<file path="config.mk">
export PLATFORM = sky130hd
export DESIGN_NAME = mem_arbiter
export DESIGN_NICKNAME = d
export VERILOG_FILES = /design/src/rtl/mem_arbiter.sv
export SDC_FILE = /design/constraint.sdc
export NUM_CORES = 1
export LEC_CHECK = 0
export CAP_MARGIN = 20
export CORE_AREA = 2 2 288 290
export DETAILED_ROUTE_END_ITERATION = 8
export DIE_AREA = 0 0 290 292
export HOLD_SLACK_MARGIN = 0.1
export PLACE_DENSITY = 0.44
export SKIP_CTS_REPAIR_TIMING = 1
export SLEW_MARGIN = 25
export SYNTH_ARGS = -nofsm -noshare
export SYNTH_HDL_FRONTEND = slang
export SYNTH_SLANG_ARGS = --single-unit
</file>
<file path="constraint.sdc">
create_clock -name clock -period 1.7 [get_ports clock]
set_clock_uncertainty 0.15 [all_clocks]
set_input_delay 0.17 -clock clock [delete_from_list [all_inputs] [get_ports clock]]
set_output_delay 0.17 -clock clock [all_outputs]
set_load 0.05 [all_outputs]
</file>
<file path="src/rtl/mem_arbiter.sv">
// Round-robin line-fill arbiter: instruction and data cache controllers share one memory port.
// Optional watchdog enabled by defining MEM_ARB_TIMEOUT_EN.
module mem_arbiter #(
  parameter int ADDR_W  = 32,
  parameter int LINE_W  = 128,
  parameter int OFFS_W  = 4,
  parameter int TIMEOUT = 255
) (
  input  logic              clock,
  input  logic              reset,
  input  logic              i_req,
  input  logic [ADDR_W-1:0] i_addr,
  output logic              i_ready,
  output logic [LINE_W-1:0] i_rdata,
  input  logic              d_req,
  input  logic              d_we,
  input  logic [ADDR_W-1:0] d_addr,
  input  logic [LINE_W-1:0] d_wdata,
  output logic              d_ready,
  output logic [LINE_W-1:0] d_rdata,
  output logic              mem_req,
  output logic              mem_we,
  output logic [ADDR_W-1:0] mem_addr,
  output logic [LINE_W-1:0] mem_wdata,
  input  logic              mem_ack,
  input  logic [LINE_W-1:0] mem_rdata,
  output logic              err,
  output logic [2:0]        fsm_state,
  output logic              last_grant
);

  // Handshake: x_req is a level held until the requester sees x_ready (a one-cycle
  // pulse); mem_req is held with stable mem_* until a one-cycle mem_ack.
  typedef enum logic [2:0] {
    IDLE   = 3'd0,
    MEM_I  = 3'd1,
    MEM_D  = 3'd2,
    RESP_I = 3'd3,
    RESP_D = 3'd4
  } state_t;

  localparam logic [ADDR_W-1:0] ALIGN_MASK = {{(ADDR_W-OFFS_W){1'b1}}, {OFFS_W{1'b0}}};

  state_t state;
  logic   d_we_q;
  logic   grant_d;
  logic   grant_i;
  logic   in_mem;
  logic   timeout_hit;

  assign fsm_state = state;
  assign in_mem    = (state == MEM_I) || (state == MEM_D);

  // last_grant: 0 = instruction, 1 = data; on contention the other port wins.
  assign grant_d = d_req && (!i_req || !last_grant);
  assign grant_i = i_req && !grant_d;

`ifdef MEM_ARB_TIMEOUT_EN
  localparam int WD_W = (TIMEOUT < 2) ? 1 : $clog2(TIMEOUT + 1);
  logic [WD_W-1:0] wd;

  assign timeout_hit = (wd == WD_W'(TIMEOUT - 1));

  always_ff @(posedge clock or negedge reset) begin
    if (!reset) begin
      wd  <= '0;
      err <= 1'b0;
    end else begin
      if (in_mem && !mem_ack && !timeout_hit) wd <= wd + 1'b1;
      else                                    wd <= '0;
      if (in_mem && !mem_ack && timeout_hit) err <= 1'b1;
    end
  end
`else
  assign timeout_hit = 1'b0;
  assign err         = 1'b0;
`endif

  always_ff @(posedge clock or negedge reset) begin
    if (!reset) begin
      state      <= IDLE;
      last_grant <= 1'b0;
      d_we_q     <= 1'b0;
      i_ready    <= 1'b0;
      d_ready    <= 1'b0;
      i_rdata    <= '0;
      d_rdata    <= '0;
      mem_req    <= 1'b0;
      mem_we     <= 1'b0;
      mem_addr   <= '0;
      mem_wdata  <= '0;
    end else begin
      i_ready <= 1'b0;
      d_ready <= 1'b0;
      case (state)
        IDLE: begin
          if (grant_d) begin
            mem_req    <= 1'b1;
            mem_we     <= d_we;
            mem_addr   <= d_addr & ALIGN_MASK;
            mem_wdata  <= d_wdata;
            d_we_q     <= d_we;
            last_grant <= 1'b1;
            state      <= MEM_D;
          end else if (grant_i) begin
            mem_req    <= 1'b1;
            mem_we     <= 1'b0;
            mem_addr   <= i_addr & ALIGN_MASK;
            mem_wdata  <= '0;
            last_grant <= 1'b0;
            state      <= MEM_I;
          end
        end
        MEM_I: begin
          if (mem_ack) begin
            mem_req <= 1'b0;
            i_rdata <= mem_rdata;
            i_ready <= 1'b1;
            state   <= RESP_I;
          end else if (timeout_hit) begin
            mem_req <= 1'b0;
            i_rdata <= '0;
            i_ready <= 1'b1;
            state   <= RESP_I;
          end
        end
        MEM_D: begin
          // Write-backs return no line, so d_rdata keeps its previous fill.
          if (mem_ack) begin
            mem_req <= 1'b0;
            if (!d_we_q) d_rdata <= mem_rdata;
            d_ready <= 1'b1;
            state   <= RESP_D;
          end else if (timeout_hit) begin
            mem_req <= 1'b0;
            d_rdata <= '0;
            d_ready <= 1'b1;
            state   <= RESP_D;
          end
        end
        RESP_I:  state <= IDLE;
        RESP_D:  state <= IDLE;
        default: state <= IDLE;
      endcase
    end
  end

endmodule

</file>
==> results.md, run 1 <==
* GPL Wtd Cong at 0.791
* Vias in the first global route at 12900
* Proportion of synthesized area in mux cells at 0.186
* Number of port buffers at between 700 and 800
* # setup viols final at between 400 and 500
* Design area at between 0.02 and 0.03 mm2
* Worst Setup Start Kind: flip-flop
* Core area at 0.0816 mm2
* Clock slew at reported path FFs at roughly 0.060 ns
* Primary FF master, synth: dfrtp_1
* First DRT Iteration DRCs at 378
* Via count at between 10000 and 15000
* First-pass GRT wire length at ~88000 um
* Final hold vios at 0
* Die ar. at about 0.085 mm2
* Period utilization at 1.17
* Yosys synthesis warning count at 0
* Peak fanout along the critical path at 8
* Area growth, synth to finish at 90.2%
* Clock Path Buffers at 3
* R2R Setup Slk at -0.29 ns
* Post-synthesis sequential area ratio at 0.673
* Design Power at between 70 and 80 mW
* Die H at around 300 um
* Overflow after GRT at 0
* Failing checks: setup timing
* Synthesized netlist cell count at roughly 960
* Max Slew Vio Count at 0
* Antenna viol nets, final at 0
* Sw frac at 0.472
* Avg WL per Cell at a little over 20 um
* Largest family of logic cells by synthesized area: multiplexers
* Fmax achieved at 0.503 GHz
* Clock Latency Late Sink at 0.58 ns
* Starting Density at 0.192
* Inserted Clock Buffers at 51
* Initial antenna violation count at 7
* # nets final at 2364
* I/O pins at roughly 750
* Status: finished, violations left
* Area after DPL at about 0.025 mm2
* Worst VDD drop at between 1 and 1.5 mV
* CP Class: flip-flop to flip-flop
* RSZ-0062 raised after global routing: yes
* Internal power at between 30 and 40 mW
* Die Width at ~290 um
* FF+latch count, synth at approximately 420
* Synthesized area at 0.0156 mm2
* Vias per cell at between 4 and 5
* Switching pwr at around 34 mW
* Place WS at -0.454 ns
* Fin crit period at just under 2 ns
* Gr usage total at 0.138
* Simple-gate portion of the synthesized area at 0.0176
* Root Driver: clkbuf_16
* Setup ws final at -0.289 ns
* Slew HR at 0.530
* Crit end category: flip-flop
* Cell Pwr Density at around 2400 mW/mm2
* Hold crit path type: input pin to async pin
* Register share of total power at 0.255
* Largest net degree at the start of global routing at a little under 80
* H-tree depth at 2
* CTS tree: yes
* DP Wirelength at 46800 um
* Row count at 105
* WL final at around 65000 um
* Adder-Cell Fraction of Synth Area at 0
* Clock network power share at 0.150
* Share of cells above drive strength 1 at 0.440
* Drt first pass iters at 4
* Synth cell types at 26
* Drc violations at 0
* MaxCap Viol Count at 0
* Leak Pwr at 13.5 nW
* Async SR Flop Fraction at 1.00
* Synth Area in XOR/XNOR at 0
* Logic pwr share at 0.595
* Synth Area in Compound Gates at 0.0946
* Worst path arrival time at 2.30 ns
* Syn Area/Cell at approximately 16 um2
* Worst Path Required at approximately 2 ns
* Clock Sinks at around 420
* Number of synthesized flops with an enable pin at 0
* Worst Tran Pin Value at approximately 0.7 ns
layer usage:
layer	global-route usage	part of all wire
met5	0	0.00059
met3	0.0561	0.077
met2	0.241	0.51
met4	0.0467	0.030
met1	0.152	0.38
cell usage after synthesis, types with 2 or more instances:
library cell	number	share of area
dfrtp_1	421	0.67
mux2_2	258	0.19
a22o_1	129	0.072
buf_2	29	0.0093
o221a_2	28	0.020
or3_1	28	0.011
clkbuf_1	19	0.0046
buf_6	15	0.011
buf_4	6	0.0029
nor2_1	3	0.00072
nor3_1	3	0.00096
and4bb_2	2	0.0016
clkbuf_2	2	0.00064
path summary, 6_finish.rpt:
kind / start / to / cells past startpoint
max reg2reg: fsm_state[0] / d_rdata[43] / 6
max in group asynchronous: reset / i_rdata[71] / 3
min reg2reg: fsm_state[2] / fsm_state[2] / 1
min in group clock: mem_rdata[32] / i_rdata[32] / 2
max: fsm_state[0] / d_rdata[43] / 6
min: reset / d_rdata[36] / 3
layout by cell type (no fill, tap or decap), types with 2 or more instances in the layout:
| cell | synthesis | layout |
|---|---|---|
| mux2_2 | 258 | 64 |
| or3_1 | 28 | 28 |
| nor2_1 | 3 | 2 |
| dfrtp_2 | 0 | 3 |
| dlygate4sd3_1 | 0 | 245 |
| buf_6 | 15 | 9 |
| buf_12 | 0 | 44 |
| nor3_1 | 3 | 2 |
| buf_4 | 6 | 450 |
| clkbuf_1 | 19 | 11 |
| o221a_2 | 28 | 28 |
| buf_8 | 0 | 7 |
| dfrtp_1 | 421 | 418 |
| mux2_4 | 0 | 194 |
| diode_2 | 0 | 3 |
| clkinv_2 | 0 | 7 |
| a22o_1 | 129 | 129 |
| clkbuf_16 | 0 | 74 |
| clkdlybuf4s50_1 | 0 | 316 |
| buf_16 | 0 | 5 |
| conb_1 | 1 | 5 |
| clkbuf_8 | 0 | 14 |
| nor2_4 | 0 | 2 |
| clkinvlp_4 | 0 | 2 |
final cells by class:
class                      count  area (um2)
antenna                        3        7.51
clock buffer                  78        1560
clock inverter                13         109
fill                        7875       51800
multi-input combinational    467        5450
sequential                   421       10500
tap                         1070        1340
timing repair buffer        1097       10700
flip-flops by register name, indices dropped and copies added (netlist names):
| signal | cells |
|---|---|
| d_we_q | 1 |
| mem_addr | 28 |
| last_grant | 1 |
| mem_we | 1 |
| mem_req | 1 |
| mem_wdata | 128 |
| fsm_state | 3 |
| d_rdata | 128 |
| i_rdata | 128 |
| i_ready | 1 |
| d_ready | 1 |
power by group through the flow:
stage	registers (mW)	clock network (mW)	logic, mW
final	18.5	10.8	43.1
after global routing	19.1	11.6	44.7
after CTS	18.5	11.3	40.7
after detailed placement	18.4	0	40.8
after global placement	18.5	0	40.5
after floorplan	35.6	0	9.15
worst max-delay path, cell delays in order (launching register included):
cell and delay [ns]:
dfrtp_2 0.42, and4bb_2 0.30, nor2b_4 0.16, buf_12 0.14, buf_12 0.17, clkbuf_16 0.18
mux2_2 0.33
logic make-up (layout without fill, tap and decap cells):
kind of cell           Yosys count  in the layout
AO/OA/AOI/OAI                  162            162
flip-flops                     421            421
multiplexers                   258            258
other                            1              8
buffers and inverters           72           1188
AND/OR/NAND/NOR                 42             42
metrics by stage:
step / setup TNS [ns] / std cells / hold slack, ns / utilization
global placement: -117.34 / 2783 / -0.112 / 0.303
finish: -76.39 / 3149 / 0.103 / 0.365
CTS: -74.91 / 2874 / -0.743 / 0.323
floorplan: -59.22 / 960 / -0.276 / -
global route: -100.82 / 3149 / 0.0944 / 0.365
detailed placement: -118.35 / 2783 / -0.110 / 0.303
Power figures use the tool's default switching activity.
==> run 2: changes to the inputs <==
Settings changed: GPL_ROUTABILITY_DRIVEN set to 1.
==> results of run 2 <==
Final layout, timing and power as in run 1 (identical DEF).
==> run 3: changes to the inputs <==
Settings changed: CAP_MARGIN 20 to 5.
==> results of run 3 <==
Final layout, timing and power as in run 1 (identical DEF).
==> edit 1: new RTL, settings of run 3 <==
`ADDR_W`: 32 -> 28.
--- a/src/rtl/mem_arbiter.sv
+++ b/src/rtl/mem_arbiter.sv
@@ -2,5 +2,5 @@
 // Optional watchdog enabled by defining MEM_ARB_TIMEOUT_EN.
 module mem_arbiter #(
-  parameter int ADDR_W  = 32,
+  parameter int ADDR_W  = 28,
   parameter int LINE_W  = 128,
   parameter int OFFS_W  = 4,
Interface: changed (resized d_addr, i_addr and mem_addr); port bits go from 751 to 739. No check against the original RTL was run, so the function may have changed too.
==> edit 1 against run 3 <==
The run still ends with setup timing left. Area after synthesis decreased by 0.28%. Synthesized cell count decreased by 1.4%. Largest cell class is now sequential cells. Combinational power decreased by 4.9%. Final area decreased by 2.6%. Die area unchanged. Wire length decreased by 5.1%. Maximum frequency increased by 0.80%. Sequential cell count decreased by 4. Power decreased by 3.2%. Setup slack improved by 16 ps.
==> edit 1: results (changes against run 3) <==
[worst_setup_path]
cp_max_fo = 11  ; +3
r2r_start = fsm_state[1]
critPathKind = flip-flop to flip-flop
path_delay_family = buffers and inverters
slowest_delay_ps = 460  ; +40 ps
arrival_ps = 2280  ; -20 ps
cp_slowest_cell = and4bb_4

[placed_design]
dpl_cell_area_sq_um = 24200  ; -1.9%
routabilityCongestion = 0.789  ; -0.34%
port-buffer-count = 725  ; -1.6%
place_hpwl_mm = 42.8  ; -8.5%

[pwr]
ir_worst_vdd_mv = 1.49  ; +4.6%
power.switching_mw = 33.3  ; -2.6%
p_leak_nw = 13.2  ; -2.6%

[synth]
yosysSeqAreaShare_pct = 66.9  ; -0.45 points
synth_common_cells = dfrtp_1 (417), mux2_2 (230), a22o_1 (129)
synth.yosys.warnings = 0  ; unchanged
synth_area_leaders = dfrtp_1 (67%), mux2_2 (17%), a22o_1 (7.2%)
async_flop_share_pct = 100  ; unchanged
ys_types = 26  ; unchanged

[cells_and_area]
largestRegisters = d_rdata x128, i_rdata x128, mem_wdata x128
drive_above_1_share_pct = 44.4  ; +0.38 points
nNetsFinal = 2327  ; -1.6%

[global_routing]
antenna_found_initial = 2  ; -5
first_global_vias = 12600  ; -2.5%
track_usage_pct = 12.9  ; -0.90 points
grt_max_degree = 65  ; -16%
grt_pass1_wl_mm = 84.4  ; -4.6%

[status]
outcome = finished with violations
violations = setup timing

[cts]
numCtsBuffers = 51  ; unchanged
h-tree-depth = 2  ; unchanged
clock-sinks = 417  ; -0.95%
clk_pin_slew_ps = 60  ; about the same
clock_latency_ps = 570
clock_path_buffers = 3  ; unchanged
cts-root-buf = clkbuf_16

[drt]
drtIter0Drc = 446  ; +18%
wirelength_mm = 61.6  ; -5.1%
avgViaCountPerCell = 3.98  ; -1.0%
firstDrtPassIters = 4  ; unchanged

[min_path]
hold_path.class = primary input to async pin

[sta]
tightest_slew_ps = 837  ; +134 ps
tns_ps = -76940  ; -547 ps
finalSetupViolCount = 408  ; -1.9%
setup_slack_ps = -274  ; +15.8 ps

-- edit 1: tightest hold or removal path, stage by stage --
cell and delay [ps]:
dlygate4sd3_1 570, buf_8 200, buf_12 260
-- edit 1: worst paths after layout --
path                                      to  slack, ps
worst max-delay path            i_rdata[111]       -270
worst min-delay path              i_rdata[1]        110
worst max register to register  i_rdata[111]       -270
worst min register to register       mem_req        340
max in group asynchronous        d_rdata[59]         50
min in group clock               i_rdata[63]        110
-- edit 1: power by group through the flow --
stage | Sequential (mW) | Clock [mW] | Combinational, mW
after floorplan | 35.2 | 0 | 9.02
after global placement | 18.3 | 0 | 39.3
after detailed placement | 18.2 | 0 | 39.5
after CTS | 18.3 | 11.1 | 39.5
after global routing | 18.9 | 11.6 | 42.5
final | 18.3 | 10.7 | 41.0
-- edit 1: cells by family after synthesis --
group / Yosys count / synth area share [%]
simple gates: 38 / 1.68
compound gates: 158 / 9.20
mux: 258 / 18.9
buf+inv: 71 / 3.34
other cells: 1 / 0.0240
flops: 417 / 66.9
-- edit 1: final cells by class --
class	count	area, sq um
fillers	7903	52600
flip-flops and latches	417	10400
repair buffers	1080	10300
multi-input cells	459	5250
clock buffers	77	1530
well taps	1070	1340
clock inverters	16	121
diodes	2	5.00
-- edit 1: per-layer routing --
layer / up-vias / global-route usage (%) / share of wire [%]
li1: 5627 / - / -
met2: 509 / 23.4 / 52
met5: - / 0 / 0
met4: 0 / 3.44 / 2.2
met1: 6219 / 14.2 / 38
met3: 81 / 4.61 / 7.1
-- edit 1: stage by stage --
stage / power (mW) / cells / setup WS (ps) / hold slack, ps
floorplan: 44.3 / 947 / -235 / -276
CTS: 68.9 / 2856 / -323 / -731
detailed placement: 57.7 / 2763 / -573 / -84.9
finish: 70.0 / 3121 / -274 / 106
global placement: 57.6 / 2763 / -550 / -87.9
global route: 73.0 / 3120 / -345 / 99.1
==> edit 2: new RTL, flow settings as in run 3 <==
Made on the original files. Add a define of `MEM_ARB_TIMEOUT_EN`.
--- a/src/rtl/mem_arbiter.sv
+++ b/src/rtl/mem_arbiter.sv
@@ -1,4 +1,6 @@
 // Round-robin line-fill arbiter: instruction and data cache controllers share one memory port.
 // Optional watchdog enabled by defining MEM_ARB_TIMEOUT_EN.
+`define MEM_ARB_TIMEOUT_EN
+
 module mem_arbiter #(
   parameter int ADDR_W  = 32,
Function: not settled (the Yosys comparison gave no result); the edit may change what the design does.
==> edit 2 against run 3 <==
The run still ends with setup timing left. Largest power group unchanged. Setup slack worse by 78 ps. Power is 10% lower. Sequential cell count is 9 higher. Final area is 1.5% lower. Sequential power is 6% lower. Critical endpoint is now d_rdata[119]. Final cell count is 3.6% higher. Wire length is 7.7% higher. Area after synthesis is 1.1% lower.
==> edit 2: results (changes against run 3) <==
[worst_setup_path]
slowest_delay_ps = 380  ; -40 ps
arrival_ps = 2390  ; +90 ps
cp_slowest_cell = or3_4
start_kind = flip-flop
r2r_start = wd[0]
cp_max_fo = 13  ; +5

[sta]
finalSetupViolCount = 577  ; +39%
setup_slack_ps = -367  ; -77.9 ps
tightest_slew_ps = 625  ; -78.1 ps

[cts]
clock_latency_ps = 580  ; about the same
numCtsBuffers = 50  ; -2.0%
cts-root-buf = clkbuf_16
h-tree-depth = 2  ; unchanged
clk_pin_slew_ps = 60  ; about the same
clock_path_buffers = 3  ; unchanged

[min_path]
hold_path.class = primary input to flip-flop
hold_start = d_addr[19]

[synth]
synth.yosys.warnings = 0  ; unchanged
ys_types = 32  ; +23%
synth_area_leaders = dfrtp_1 (70%), a22o_1 (22%), mux2i_1 (1.9%)
synth-compound-area-share_pct = 23.1  ; +14 points
synth-xor-area-share_pct = 0.396  ; +0.40 points
synth_cells = 1055  ; +10%
synth_ff_type = dfrtp_1
synth_fa_ha_area_share_pct = 0.162  ; +0.16 points
yosysSeqAreaShare_pct = 69.6  ; +2.2 points
async_flop_share_pct = 100  ; unchanged
synth_common_cells = dfrtp_1 (430), a22o_1 (385), clkbuf_1 (45)
synthMuxAreaShare_pct = 1.95  ; -17 points

[status]
violations = setup timing
outcome = finished with violations

[cells_and_area]
nNetsFinal = 2479  ; +4.9%
drive_above_1_share_pct = 30.8  ; -13 points
nFillCells = 7986  ; +1.4%
largestRegisters = d_rdata x128, i_rdata x128, mem_wdata x128
layoutNonFillerInstCount = 3261  ; +3.6%

[placed_design]
dpl_cell_area_sq_um = 24200  ; -2.2%
port-buffer-count = 738  ; +0.14%
place_hpwl_mm = 48.5  ; +3.6%
place_inst = 2878  ; +3.4%
routabilityCongestion = 0.805  ; +1.8%

[pwr]
p_leak_nw = 13.8  ; +2.5%
ir_worst_vdd_mv = 1.21  ; -15%

[global_routing]
grt_pass1_wl_mm = 94.9  ; +7.3%
grt_max_degree = 71  ; -7.8%
track_usage_pct = 14.7  ; +0.83 points
antenna_found_initial = 4  ; -3
first_global_vias = 13700  ; +5.8%

[drt]
drtIter0Drc = 671  ; +78%
avgViaCountPerCell = 4.28  ; +6.4%
wl_per_cell_um = 21.4  ; +4.0%
firstDrtPassIters = 4  ; unchanged

[edit 2: final cells by class]
class                      instances  area (sq um)  share of cell area [%]
timing repair buffer            1137         11000                    37.7
sequential                       430         10800                    36.7
multi-input combinational        529          4410                    15.0
clock buffer                      73          1490                    5.08
tap                             1070          1340                    4.57
clock inverter                    17           233                   0.794
inverter                           3          11.3                  0.0384
antenna                            2          5.00                  0.0171
[edit 2: per-layer routing]
metal / share of wire [%] / GRT usage [%] / vias up
li1: - / - / 6228
met1: 38 / 17.0 / 7056
met2: 52 / 25.7 / 588
met3: 7.6 / 5.27 / 94
met4: 2.0 / 3.52 / 2
met5: 0.019 / 0 / -
[edit 2: critical path, delay by kind of cell, from the launching register on]
kind                       cells  cell delay [ps]
adders and majority gates      1              150
DFF                            1              370
and+or+nand+nor                2              460
AOI/OAI and AO/OA              2              510
buffers and inverters          2              280
[edit 2: metrics by stage]
| stage | worst slack (ps) | utilization, % | TNS, ps |
|---|---|---|---|
| after floorplan | -205 | - | -42390 |
| after global placement | -524 | 29.6 | -150030 |
| after detailed placement | -536 | 29.6 | -156900 |
| after CTS | -389 | 31.7 | -84490 |
| after global routing | -437 | 35.9 | -148970 |
| final | -367 | 35.9 | -103570 |
[edit 2: worst paths after layout]
path | slack, ps | endpoint | cells after the start
min in group asynchronous | 490 | i_rdata[25] | 3
max | -370 | d_rdata[119] | 7
max in group asynchronous | -120 | mem_wdata[93] | 5
max reg2reg | -370 | d_rdata[119] | 7
min | 90 | mem_addr[19] | 3
min reg2reg | 330 | mem_addr[22] | 2
[edit 2: power by group]
group	switching, mW	total [mW]	internal [mW]
Sequential	2.84	17.4	14.6
Combinational	23.1	36.1	13.0
Clock	4.45	11.3	6.82
